[src/rtl/ttl_pkg.sv]
// Shared TTL pulse subsystem defaults and the analyzer FSM state encoding.
package ttl_pkg;
    localparam int CNT_W_DEF = 32;
    localparam int NUM_W_DEF = 16;

    typedef enum logic [1:0] {
        ST_IDLE      = 2'd0,
        ST_WAIT_RISE = 2'd1,
        ST_HIGH      = 2'd2,
        ST_LOW       = 2'd3
    } state_t;
endpackage

[src/rtl/ttl_sync_edge.sv]
// Synchroniser for an asynchronous TTL input followed by a registered edge detector.
// rise/fall are mutually exclusive single-cycle pulses, SYNC_STAGES+1 clk edges after the input moves.
module ttl_sync_edge #(
    parameter int SYNC_STAGES = 2
) (
    input  logic clk,
    input  logic rst_n,
    input  logic din,
    output logic rise,
    output logic fall
);
    logic [SYNC_STAGES-1:0] sync_q;
    logic                   level_q;
    logic                   level_s;

    assign level_s = sync_q[SYNC_STAGES-1];

    always_ff @(posedge clk or negedge rst_n) begin
        if (!rst_n) begin
            sync_q  <= '0;
            level_q <= 1'b0;
            rise    <= 1'b0;
            fall    <= 1'b0;
        end else begin
            sync_q  <= {sync_q[SYNC_STAGES-2:0], din};
            level_q <= level_s;
            rise    <= level_s & ~level_q;
            fall    <= ~level_s & level_q;
        end
    end
endmodule

[src/rtl/ttl_pulse_analyzer.sv]
// Measures high width and rise-to-rise period of TTL pulses, one record per completed pulse.
// Capture ends on a target pulse count or an inactivity timeout; arm is ignored while busy.
module ttl_pulse_analyzer
    import ttl_pkg::*;
#(
    parameter int CNT_W       = CNT_W_DEF,
    parameter int NUM_W       = NUM_W_DEF,
    parameter int SYNC_STAGES = 2
) (
    input  logic             clk,
    input  logic             rst_n,
    input  logic             ttl_in,
    input  logic             arm,
    input  logic [NUM_W-1:0] pulse_count,
    input  logic [CNT_W-1:0] timeout,
    output logic             busy,
    output logic             meas_valid,
    output logic [CNT_W-1:0] width_meas,
    output logic [CNT_W-1:0] period_meas,
    output logic [NUM_W-1:0] pulse_num,
    output logic             done,
    output logic             timed_out
);
    state_t           state_q, state_d;
    logic             rise, fall;
    logic [CNT_W-1:0] hi_cnt, per_cnt, prev_per, gap_cnt, gap_inc, tmo_q;
    logic [NUM_W-1:0] target_q, num_inc;
    logic             tmo_hit, count_hit;
    logic             do_arm, do_meas, do_finish, do_tmo;

    function automatic logic [CNT_W-1:0] sat_cnt(input logic [CNT_W-1:0] v);
        return (&v) ? v : v + 1'b1;
    endfunction

    function automatic logic [NUM_W-1:0] sat_num(input logic [NUM_W-1:0] v);
        return (&v) ? v : v + 1'b1;
    endfunction

    ttl_sync_edge #(.SYNC_STAGES(SYNC_STAGES)) u_sync (
        .clk   (clk),
        .rst_n (rst_n),
        .din   (ttl_in),
        .rise  (rise),
        .fall  (fall)
    );

    assign gap_inc   = sat_cnt(gap_cnt);
    assign num_inc   = sat_num(pulse_num);
    // The timeout fires on the edge where gap_cnt reaches the limit; any edge that cycle wins.
    assign tmo_hit   = (tmo_q != '0) && (gap_inc == tmo_q) && !rise && !fall;
    assign count_hit = (target_q != '0) && (num_inc == target_q);

    always_ff @(posedge clk or negedge rst_n) begin
        if (!rst_n) state_q <= ST_IDLE;
        else        state_q <= state_d;
    end

    always_comb begin
        state_d = state_q;
        case (state_q)
            ST_IDLE:      if (arm) state_d = ST_WAIT_RISE;
            ST_WAIT_RISE: if (rise) state_d = ST_HIGH;
                          else if (tmo_hit) state_d = ST_IDLE;
            ST_HIGH:      if (fall) state_d = count_hit ? ST_IDLE : ST_LOW;
                          else if (tmo_hit) state_d = ST_IDLE;
            ST_LOW:       if (rise) state_d = ST_HIGH;
                          else if (tmo_hit) state_d = ST_IDLE;
            default:      state_d = ST_IDLE;
        endcase
    end

    always_comb begin
        busy      = (state_q != ST_IDLE);
        do_arm    = (state_q == ST_IDLE) && arm;
        do_meas   = (state_q == ST_HIGH) && fall;
        do_finish = busy && (state_d == ST_IDLE);
        do_tmo    = busy && tmo_hit;
    end

    always_ff @(posedge clk or negedge rst_n) begin
        if (!rst_n) begin
            hi_cnt      <= '0;
            per_cnt     <= '0;
            prev_per    <= '0;
            gap_cnt     <= '0;
            tmo_q       <= '0;
            target_q    <= '0;
            meas_valid  <= 1'b0;
            width_meas  <= '0;
            period_meas <= '0;
            pulse_num   <= '0;
            done        <= 1'b0;
            timed_out   <= 1'b0;
        end else if (do_arm) begin
            hi_cnt      <= '0;
            per_cnt     <= '0;
            prev_per    <= '0;
            gap_cnt     <= '0;
            tmo_q       <= timeout;
            target_q    <= pulse_count;
            meas_valid  <= 1'b0;
            width_meas  <= '0;
            period_meas <= '0;
            pulse_num   <= '0;
            done        <= 1'b0;
            timed_out   <= 1'b0;
        end else begin
            meas_valid <= do_meas;
            if (rise || fall) gap_cnt <= '0;
            else if (busy)    gap_cnt <= gap_inc;

            case (state_q)
                ST_WAIT_RISE: if (rise) begin
                    hi_cnt  <= 1;
                    per_cnt <= 1;
                end
                ST_HIGH: begin
                    hi_cnt  <= sat_cnt(hi_cnt);
                    per_cnt <= sat_cnt(per_cnt);
                    if (fall) begin
                        width_meas  <= hi_cnt;
                        period_meas <= prev_per;
                        pulse_num   <= num_inc;
                    end
                end
                ST_LOW: begin
                    if (rise) begin
                        prev_per <= per_cnt;
                        hi_cnt   <= 1;
                        per_cnt  <= 1;
                    end else begin
                        per_cnt  <= sat_cnt(per_cnt);
                    end
                end
                default: ;
            endcase

            if (do_finish) done      <= 1'b1;
            if (do_tmo)    timed_out <= 1'b1;
        end
    end
endmodule

[config.mk]
export PLATFORM = sky130hd
export DESIGN_NAME = ttl_pulse_analyzer
export DESIGN_NICKNAME = d
export VERILOG_FILES = /design/src/rtl/ttl_pkg.sv /design/src/rtl/ttl_sync_edge.sv /design/src/rtl/ttl_pulse_analyzer.sv
export SDC_FILE = /design/constraint.sdc
export NUM_CORES = 1
export LEC_CHECK = 0
export ABC_CLOCK_PERIOD_IN_PS = 6100
export CAP_MARGIN = 10
export CORE_ASPECT_RATIO = 0.75
export CORE_MARGIN = 4
export CORE_UTILIZATION = 55
export CTS_BUF_LIST = sky130_fd_sc_hd__clkbuf_4 sky130_fd_sc_hd__clkbuf_8
export CTS_CLUSTER_SIZE = 12
export DETAILED_ROUTE_END_ITERATION = 10
export GPL_ROUTABILITY_DRIVEN = 0
export GPL_TIMING_DRIVEN = 0
export HOLD_SLACK_MARGIN = 0.02
export MAX_ROUTING_LAYER = met4
export PLACE_DENSITY = 0.78
export RECOVER_POWER = 50
export SLEW_MARGIN = 20
export SYNTH_ARGS = -nofsm -noshare
export SYNTH_HDL_FRONTEND = slang
export SYNTH_SLANG_ARGS = --single-unit
[constraint.sdc]
create_clock -name clk -period 6.1 [get_ports clk]
set_input_delay 1.525 -clock clk [delete_from_list [all_inputs] [get_ports clk]]
set_output_delay 1.525 -clock clk [all_outputs]
set_load 0.005 [all_outputs]
==> summary.md, run 1 <==
| Metric | Value |
|---|---|
| Status | finished with violations |
| Violated checks | max-capacitance violations, max-slew violations |
| Kind of critical path | input port to flip-flop |
| Minimum clock period after layout | 3.95 ns |
| Mapped Avg Cell Area | 9.16 um^2 |
| Worst endpoint required time | 6.56 ns |
| Cells after Synth | 1458 |
| Post-synth EDFFs | 0 |
| Synth Flop Type | dfrtp_1 |
| Seq. cell area | 0.00666 mm^2 |
| Sequential fraction of the synthesis area | 0.499 |
| Root Buffer | clkbuf_8 |
| Final Util | 0.674 |
| Final nets | 1696 |
| Die Y | roughly 140 um |
| Hold buffer count at cts | 0 |
| Core Box Area | 0.0239 mm^2 |
| 1st-iter DRT viols | 1279 |
| Highest achievable clock rate | approximately 250 MHz |
| I/O Pins | 136 |
| Max Root-Sink Buffers | 3 |
| Worst setup EP type | flip-flop |
| 1st-pass router iterations | 6 |
| Ys Warns | 0 |
| Largest net degree at the start of global routing | 98 |
| Post_cts resized | 0 |
| RSZ-0062 raised after global routing | no |
| Antenna Nets Post-Route | 0 |
| WHS | ~0.36 ns |
| Residual DRC | 0 |
| Initial antenna violation count | 0 |
| Max_slew headroom | -0.601 |
| Wire length on met2 | 15.1 mm |
| CTS Buf Count | between 40 and 50 |
| Synth unique cells | 72 |
| Top Metal Used | met4 |
| Buffer count from post-CTS setup fixing | 0 |
| Worst Hold Class | flip-flop to flip-flop |
| Filler cell count | 1932 |
| Internal Pwr Total | 3.58 mW |
| Global-route wire length before repair | 60.8 mm |
| Vias | 12093 |
| Lkg Pwr | 7.04 nW |
| Synth-to-layout area growth | 20.6% |
| PD cells | about 330 mW/mm^2 |
| Reg power frac | 0.441 |
| #FFs+latches synth | 266 |
| Final Hold Fails | 0 |
| CTS tree | built |
| Crit-path max FO | 9 |
| Metal-1 WL | ~18 mm |
| Layout cells sized above 1 | 0.0712 |
| Crit share post-route | 0.648 |
| Vias per cell | 6.11 |
| Final Slew Violations | 97 |
| FFs w/ async S/R, synth | 1.00 |
| Worst Max-Slew Pin Slew | around 2.4 ns |
| N_diodes | 0 |
| Crit path DAT | around 4.4 ns |
| DP Wirelength | 27.5 mm |
| Fin worst setup slack | 2.15 ns |
| Final WL | 37.9 mm |
| Cell Rows | 49 |
| Clk pwr share | 0.320 |
| Area of the multi-input gates | 0.00629 mm^2 |
| Clock Sinks | approximately 270 |
| Pre-CTS WS | 1.69 ns |
| Max IR drop VDD | 0.202 mV |
| Comb pwr share | 0.239 |
| Initial Util | 0.558 |
| Die area | 0.0269 mm^2 |
| GR Util All Layers | 0.288 |
| Reg-to-reg slack, setup | 2.17 ns |
| CP Launch Type | input port |
| Max H-tree Level | 2 |
| Max-Cap Viols | 1 |
| WL/cell | 19.2 um |
| Worst Skew | 0.0170 ns |
| Grt ovf | 0 |
| Clock-pin slew on the worst setup and hold paths | 0.07 ns |
| Port Buffers | 135 |
| Post-synthesis cell area | 0.0134 mm^2 |
| DR WL met3 | 4.29 mm |
| Net Sw Frac | 0.331 |
| Syn Nets | 1514 |
| Vias in the first global route | 11537 |
| Clk_lat worst skew | 0.56 ns |
| Net switching power | roughly 1.8 mW |
| Final Setup Violations | 0 |
| DIE WIDTH | 188 um |
==> stage by stage <==
stage          cell area (um^2)  total power [mW]  cells  TNS [ns]
2_1_floorplan             13400              3.09   1458         0
3_3_place_gp              15100              3.58   1899  -2014.96
3_5_place_dp              15100              3.63   1901         0
4_1_cts                   16100              5.35   1978         0
5_1_grt                   16100              5.63   1978         0
6_report                  16100              5.35   1978         0
==> registers in the layout, summed over array words and instances, names as in the netlist, 2 cells and up <==
| register | cells |
|---|---|
| gap_cnt | 32 |
| hi_cnt | 32 |
| per_cnt | 32 |
| period_meas | 32 |
| prev_per | 32 |
| pulse_num | 16 |
| state_q | 2 |
| target_q | 16 |
| tmo_q | 32 |
| u_sync.sync_q | 2 |
| width_meas | 32 |
==> kinds of logic (layout without fill, tap and decap cells) <==
family,after synthesis,after routing,share of synthesized area
AO/OA/AOI/OAI,302,302,0.150
XOR/XNOR,109,109,0.0715
adder cells (fa/ha/maj),4,4,0.00375
buffers and inverters,98,312,0.0306
flip-flops,266,266,0.499
multiplexers,11,11,0.00862
AND/OR/NAND/NOR,668,668,0.237
==> cells in the final DEF, fill, tap and decap left out, types with 7 or more instances in the layout <==
cell type and n:
nor4_1 24, and4_1 12, xnor2_1 56, inv_1 20, nand4_1 38, o31ai_1 22
nor3_1 24, a22o_1 66, o21ai_0 74, mux2i_1 7, clkdlybuf4s50_1 132, dfrtp_1 266
clkbuf_8 56, or3_1 12, clkbuf_4 14, and2_1 7, buf_2 14, and3_1 27
nand3_1 56, a31oi_1 21, xor2_1 53, nor2_1 106, a21oi_1 71, nor2b_1 9
buf_1 8, nand2_1 315, clkbuf_1 51
==> metal layers <==
metal,vias to the layer above,global-route usage
met5,-,-
met4,0,0.0826
met3,71,0.0865
met2,632,0.382
met1,5845,0.427
li1,5545,-
==> worst max-delay path, cell delays in order <==
cell	delay (ns)
dlygate4sd3_1	0.68
nand2_1	0.15
and3_1	0.25
a31oi_1	0.69
and2_0	0.21
clkbuf_1	0.24
nand2_1	0.14
or3_1	0.34
a21oi_1	0.17
==> final cells by class <==
cell class / count / area share
buffer: 78 / 0.0207
clock buffer: 70 / 0.0544
clock inverter: 7 / 0.00583
inverter: 20 / 0.00466
multi-input combinational: 1094 / 0.390
sequential: 266 / 0.413
tap: 306 / 0.0238
timing repair buffer: 137 / 0.0870
==> power by group through the flow <==
stage               Sequential, mW  Combinational [mW]  Clock (mW)
finish                        2.36                1.28        1.71
floorplan                     2.26               0.827           0
global placement              2.37                1.21           0
CTS                           2.35                1.27        1.74
global route                  2.39                1.42        1.82
detailed placement            2.37                1.26           0
==> worst paths after layout <==
| kind | cells past startpoint | end | from |
|---|---|---|---|
| max | 9 | per_cnt[8] | arm |
| max in group asynchronous | 3 | u_sync.rise | rst_n |
| min | 0 | u_sync.sync_q[1] | u_sync.sync_q[0] |
| min reg2reg | 0 | u_sync.sync_q[1] | u_sync.sync_q[0] |
| max reg2reg | 10 | state_q[0] | gap_cnt[19] |
| min in group asynchronous | 1 | tmo_q[20] | rst_n |
==> cell usage after synthesis (all sizes together) (3+ instances only) <==
master	number	area, um^2
nand4	40	272
mux2	4	45.0
o22ai	3	18.8
nand2b	5	31.3
and2	13	81.3
a22o	66	578
o2111ai	3	26.3
clkbuf	49	184
inv	20	75.1
xnor2	56	490
ha	4	50.1
or4	5	37.5
nand3	58	308
a2111oi	3	32.5
and4	12	105
or2	3	18.8
nor2b	9	56.3
a31oi	21	131
mux2i	7	70.1
or3	13	82.6
o21ai	76	380
a311oi	4	35.0
a21oi	72	364
o21a	5	37.5
o41ai	6	52.6
nand2	315	1180
nor4	26	184
xor2	53	464
nor2	106	398
nor3b	3	27.5
nor3	27	156
dfrtp	266	6660
o31ai	22	165
and3	27	169
buf	29	149
No activity file was read; power rests on OpenSTA's default activity.
==> inputs of run 2 (changes only) <==
- ABC_CLOCK_PERIOD_IN_PS: 6100 -> 4100
- clock period: 6.1 -> 4.1 ns (I/O delays scaled with it)
==> summary.md, run 2 (synthesized netlist as in run 1, its figures left out) <==
| Metric | Value |
|---|---|
| Status | finished with violations |
| Violated checks | max-capacitance violations, max-slew violations |
| RSZ-0062 raised after global routing | no |
| Cell Rows | 49 (unchanged) |
| Post_cts resized | 0 (unchanged) |
| Clk_lat worst skew | 0.56 ns (about the same) |
| Worst Max-Slew Pin Slew | 2.42 ns (+0.0172 ns) |
| I/O Pins | 136 (unchanged) |
| Final Setup Violations | 0 (unchanged) |
| Root Buffer | clkbuf_8 |
| CTS tree | built |
| Worst endpoint required time | 4.54 ns (-2.02 ns) |
| N_diodes | 0 (unchanged) |
| Grt ovf | 0 (unchanged) |
| Reg2reg start | gap_cnt[0] |
| Vias per cell | 6.13 (+0.19%) |
| Pwr Total | 7.96 mW (+49%) |
| Vias in the first global route | 11537 (unchanged) |
| Final std cells w/o fill | 1978 (unchanged) |
| Max IR drop VDD | 0.302 mV (+49%) |
| CP Depth | 11 (+2) |
| Placed instance count | 1901 (unchanged) |
| Seq. cell area | 0.00666 mm^2 (unchanged) |
| Worst setup endpoint | state_q[0] |
| Final WL | 37.8 mm (-0.13%) |
| Most frequent cells in the layout | nand2_1, dfrtp_1, clkdlybuf4s50_1 |
| Filler cell count | 1938 (+0.31%) |
| Commonest non-fill, non-tap cell in the layout | nand2_1 |
| Lkg Pwr | 7.08 nW (+0.56%) |
| CP Launch Type | flip-flop |
| Worst Hold Class | flip-flop to flip-flop |
| 1st-iter DRT viols | 1512 (+18%) |
| Max H-tree Level | 2 (unchanged) |
| CP Buf/Inv Count | 1 (-1) |
| Port Buffers | 135 (unchanged) |
| Crit path launch | gap_cnt[0] |
| R2R cell count | 11 (+1) |
| Hold buffer count at cts | 0 (unchanged) |
| Reg-to-reg slack, setup | 0.26 ns (-1.91 ns) |
| 1st-pass router iterations | 5 (-1) |
| WL/cell | 19.1 um (-0.13%) |
| Cell family with most CP delay | compound AO/OA/AOI/OAI gates |
| Max-Cap Viols | 1 (unchanged) |
| PD cells | 495 mW/mm^2 (+49%) |
| DP Wirelength | 27.5 mm (unchanged) |
| Slowest stage cell on the critical path | a21oi_1 |
| Buffer count from post-CTS setup fixing | 0 (unchanged) |
| Minimum clock period after layout | around 3.8 ns |
| Layout cells sized above 1 | 0.0706 (-0.000598) |
| Crit path DAT | 4.28 ns (-0.13 ns) |
| Antenna Nets Post-Route | 0 (unchanged) |
| Final nets | 1696 (unchanged) |
| GR Util All Layers | 0.288 (unchanged) |
| Worst setup EP type | flip-flop |
| Worst Skew | 0.0217 ns (+0.00467 ns) |
| Crit share post-route | 0.936 |
| Clock-pin slew on the worst setup and hold paths | 0.07 ns (about the same) |
| Core Box Area | 0.0239 mm^2 (unchanged) |
| Crit-path max cell delay | 0.54 ns (-0.15 ns) |
| CTS Buf Count | 43 (unchanged) |
| Initial antenna violation count | 0 (unchanged) |
| Max_slew headroom | -0.612 (-0.0115) |
| Crit-path max FO | 9 (unchanged) |
| Clock Sinks | 266 (unchanged) |
| Final Hold Fails | 0 (unchanged) |
| Die area | 0.0269 mm^2 (unchanged) |
| Largest net degree at the start of global routing | 98 (unchanged) |
| Vias | 12116 (+0.19%) |
| Highest achievable clock rate | 261 MHz |
| Residual DRC | 0 (unchanged) |
| DIE WIDTH | 188 um (unchanged) |
| Initial Util | 0.558 (unchanged) |
| Kind of critical path | flip-flop to flip-flop |
| Critical-path cell list | ha_1 > and4_1 > buf_4 > nand3_4 > a21oi_1 > nand2_1 > o21a_1 > a2111oi_0 > nand4_1 > or3_1 > a211o_1 |
| Reg-to-reg endpoint | state_q[0] |
| Global-route wire length before repair | 60.8 mm (unchanged) |
| Synth-to-layout area growth | 20.4% |
| Die Y | 143 um (unchanged) |
| Final Slew Violations | 97 (unchanged) |
| Area of the multi-input gates | 0.00627 mm^2 (-0.22%) |
| Max Root-Sink Buffers | 3 (unchanged) |
run 2: worst min-delay path by stage:
stage / endpoint / cells after the start / slack (ns) / start
final: u_sync.sync_q[1] / 0 / 0.36 / u_sync.sync_q[0]
after global routing: u_sync.sync_q[1] / 0 / 0.37 / u_sync.sync_q[0]
after detailed placement: u_sync.sync_q[1] / 0 / 0.34 / u_sync.sync_q[0]
after global placement: u_sync.sync_q[1] / 0 / 0.33 / u_sync.sync_q[0]
after floorplan: u_sync.sync_q[1] / 0 / 0.33 / u_sync.sync_q[0]
after CTS: u_sync.sync_q[1] / 0 / 0.36 / u_sync.sync_q[0]
run 2: worst reg2reg max path, cell delays in order (launching register included):
cell	delay [ns]
dfrtp_1	0.45
ha_1	0.32
and4_1	0.22
buf_4	0.19
nand3_4	0.15
a21oi_1	0.55
nand2_1	0.15
o21a_1	0.20
a2111oi_0	0.50
nand4_1	0.27
or3_1	0.41
a211o_1	0.31
run 2: per-stage QoR:
step                      hold slack [ns]   util   TNS, ns  worst slack [ns]  cell area (um^2)
final                               0.356  0.672         0             0.263             16100
after floorplan                     0.331      -         0              1.04             13400
after global placement              0.332  0.631  -2413.96             -9.11             15100
after global routing                0.370  0.672         0             0.115             16100
after detailed placement            0.343  0.633         0             0.188             15100
after CTS                           0.359  0.674         0             0.346             16100
run 2: where the power goes:
group	internal [mW]	total, mW	leakage, nW	switching [mW]
clock network	1.48	2.55	0.508	1.07
registers	3.02	3.51	3.59	0.494
logic	0.826	1.90	2.98	1.08
total	5.32	7.96	7.08	2.64
run 2: area by class of cell:
type / count / area share
clock buffer: 70 / 0.0545
clock inverter: 7 / 0.00584
inverter: 20 / 0.00467
sequential: 266 / 0.414
tap: 306 / 0.0238
buffer: 78 / 0.0207
timing repair buffer: 137 / 0.0862
multi-input combinational: 1094 / 0.390
run 2: per-layer routing:
metal / share of wire / routed length (um) / vias to the layer above / track usage
met5: 0 / 0 / - / -
met3: 0.11 / 4220 / 75 / 0.0865
met1: 0.47 / 17800 / 5840 / 0.427
met4: 0.022 / 821 / 0 / 0.0826
li1: - / - / 5548 / -
met2: 0.40 / 15000 / 653 / 0.382
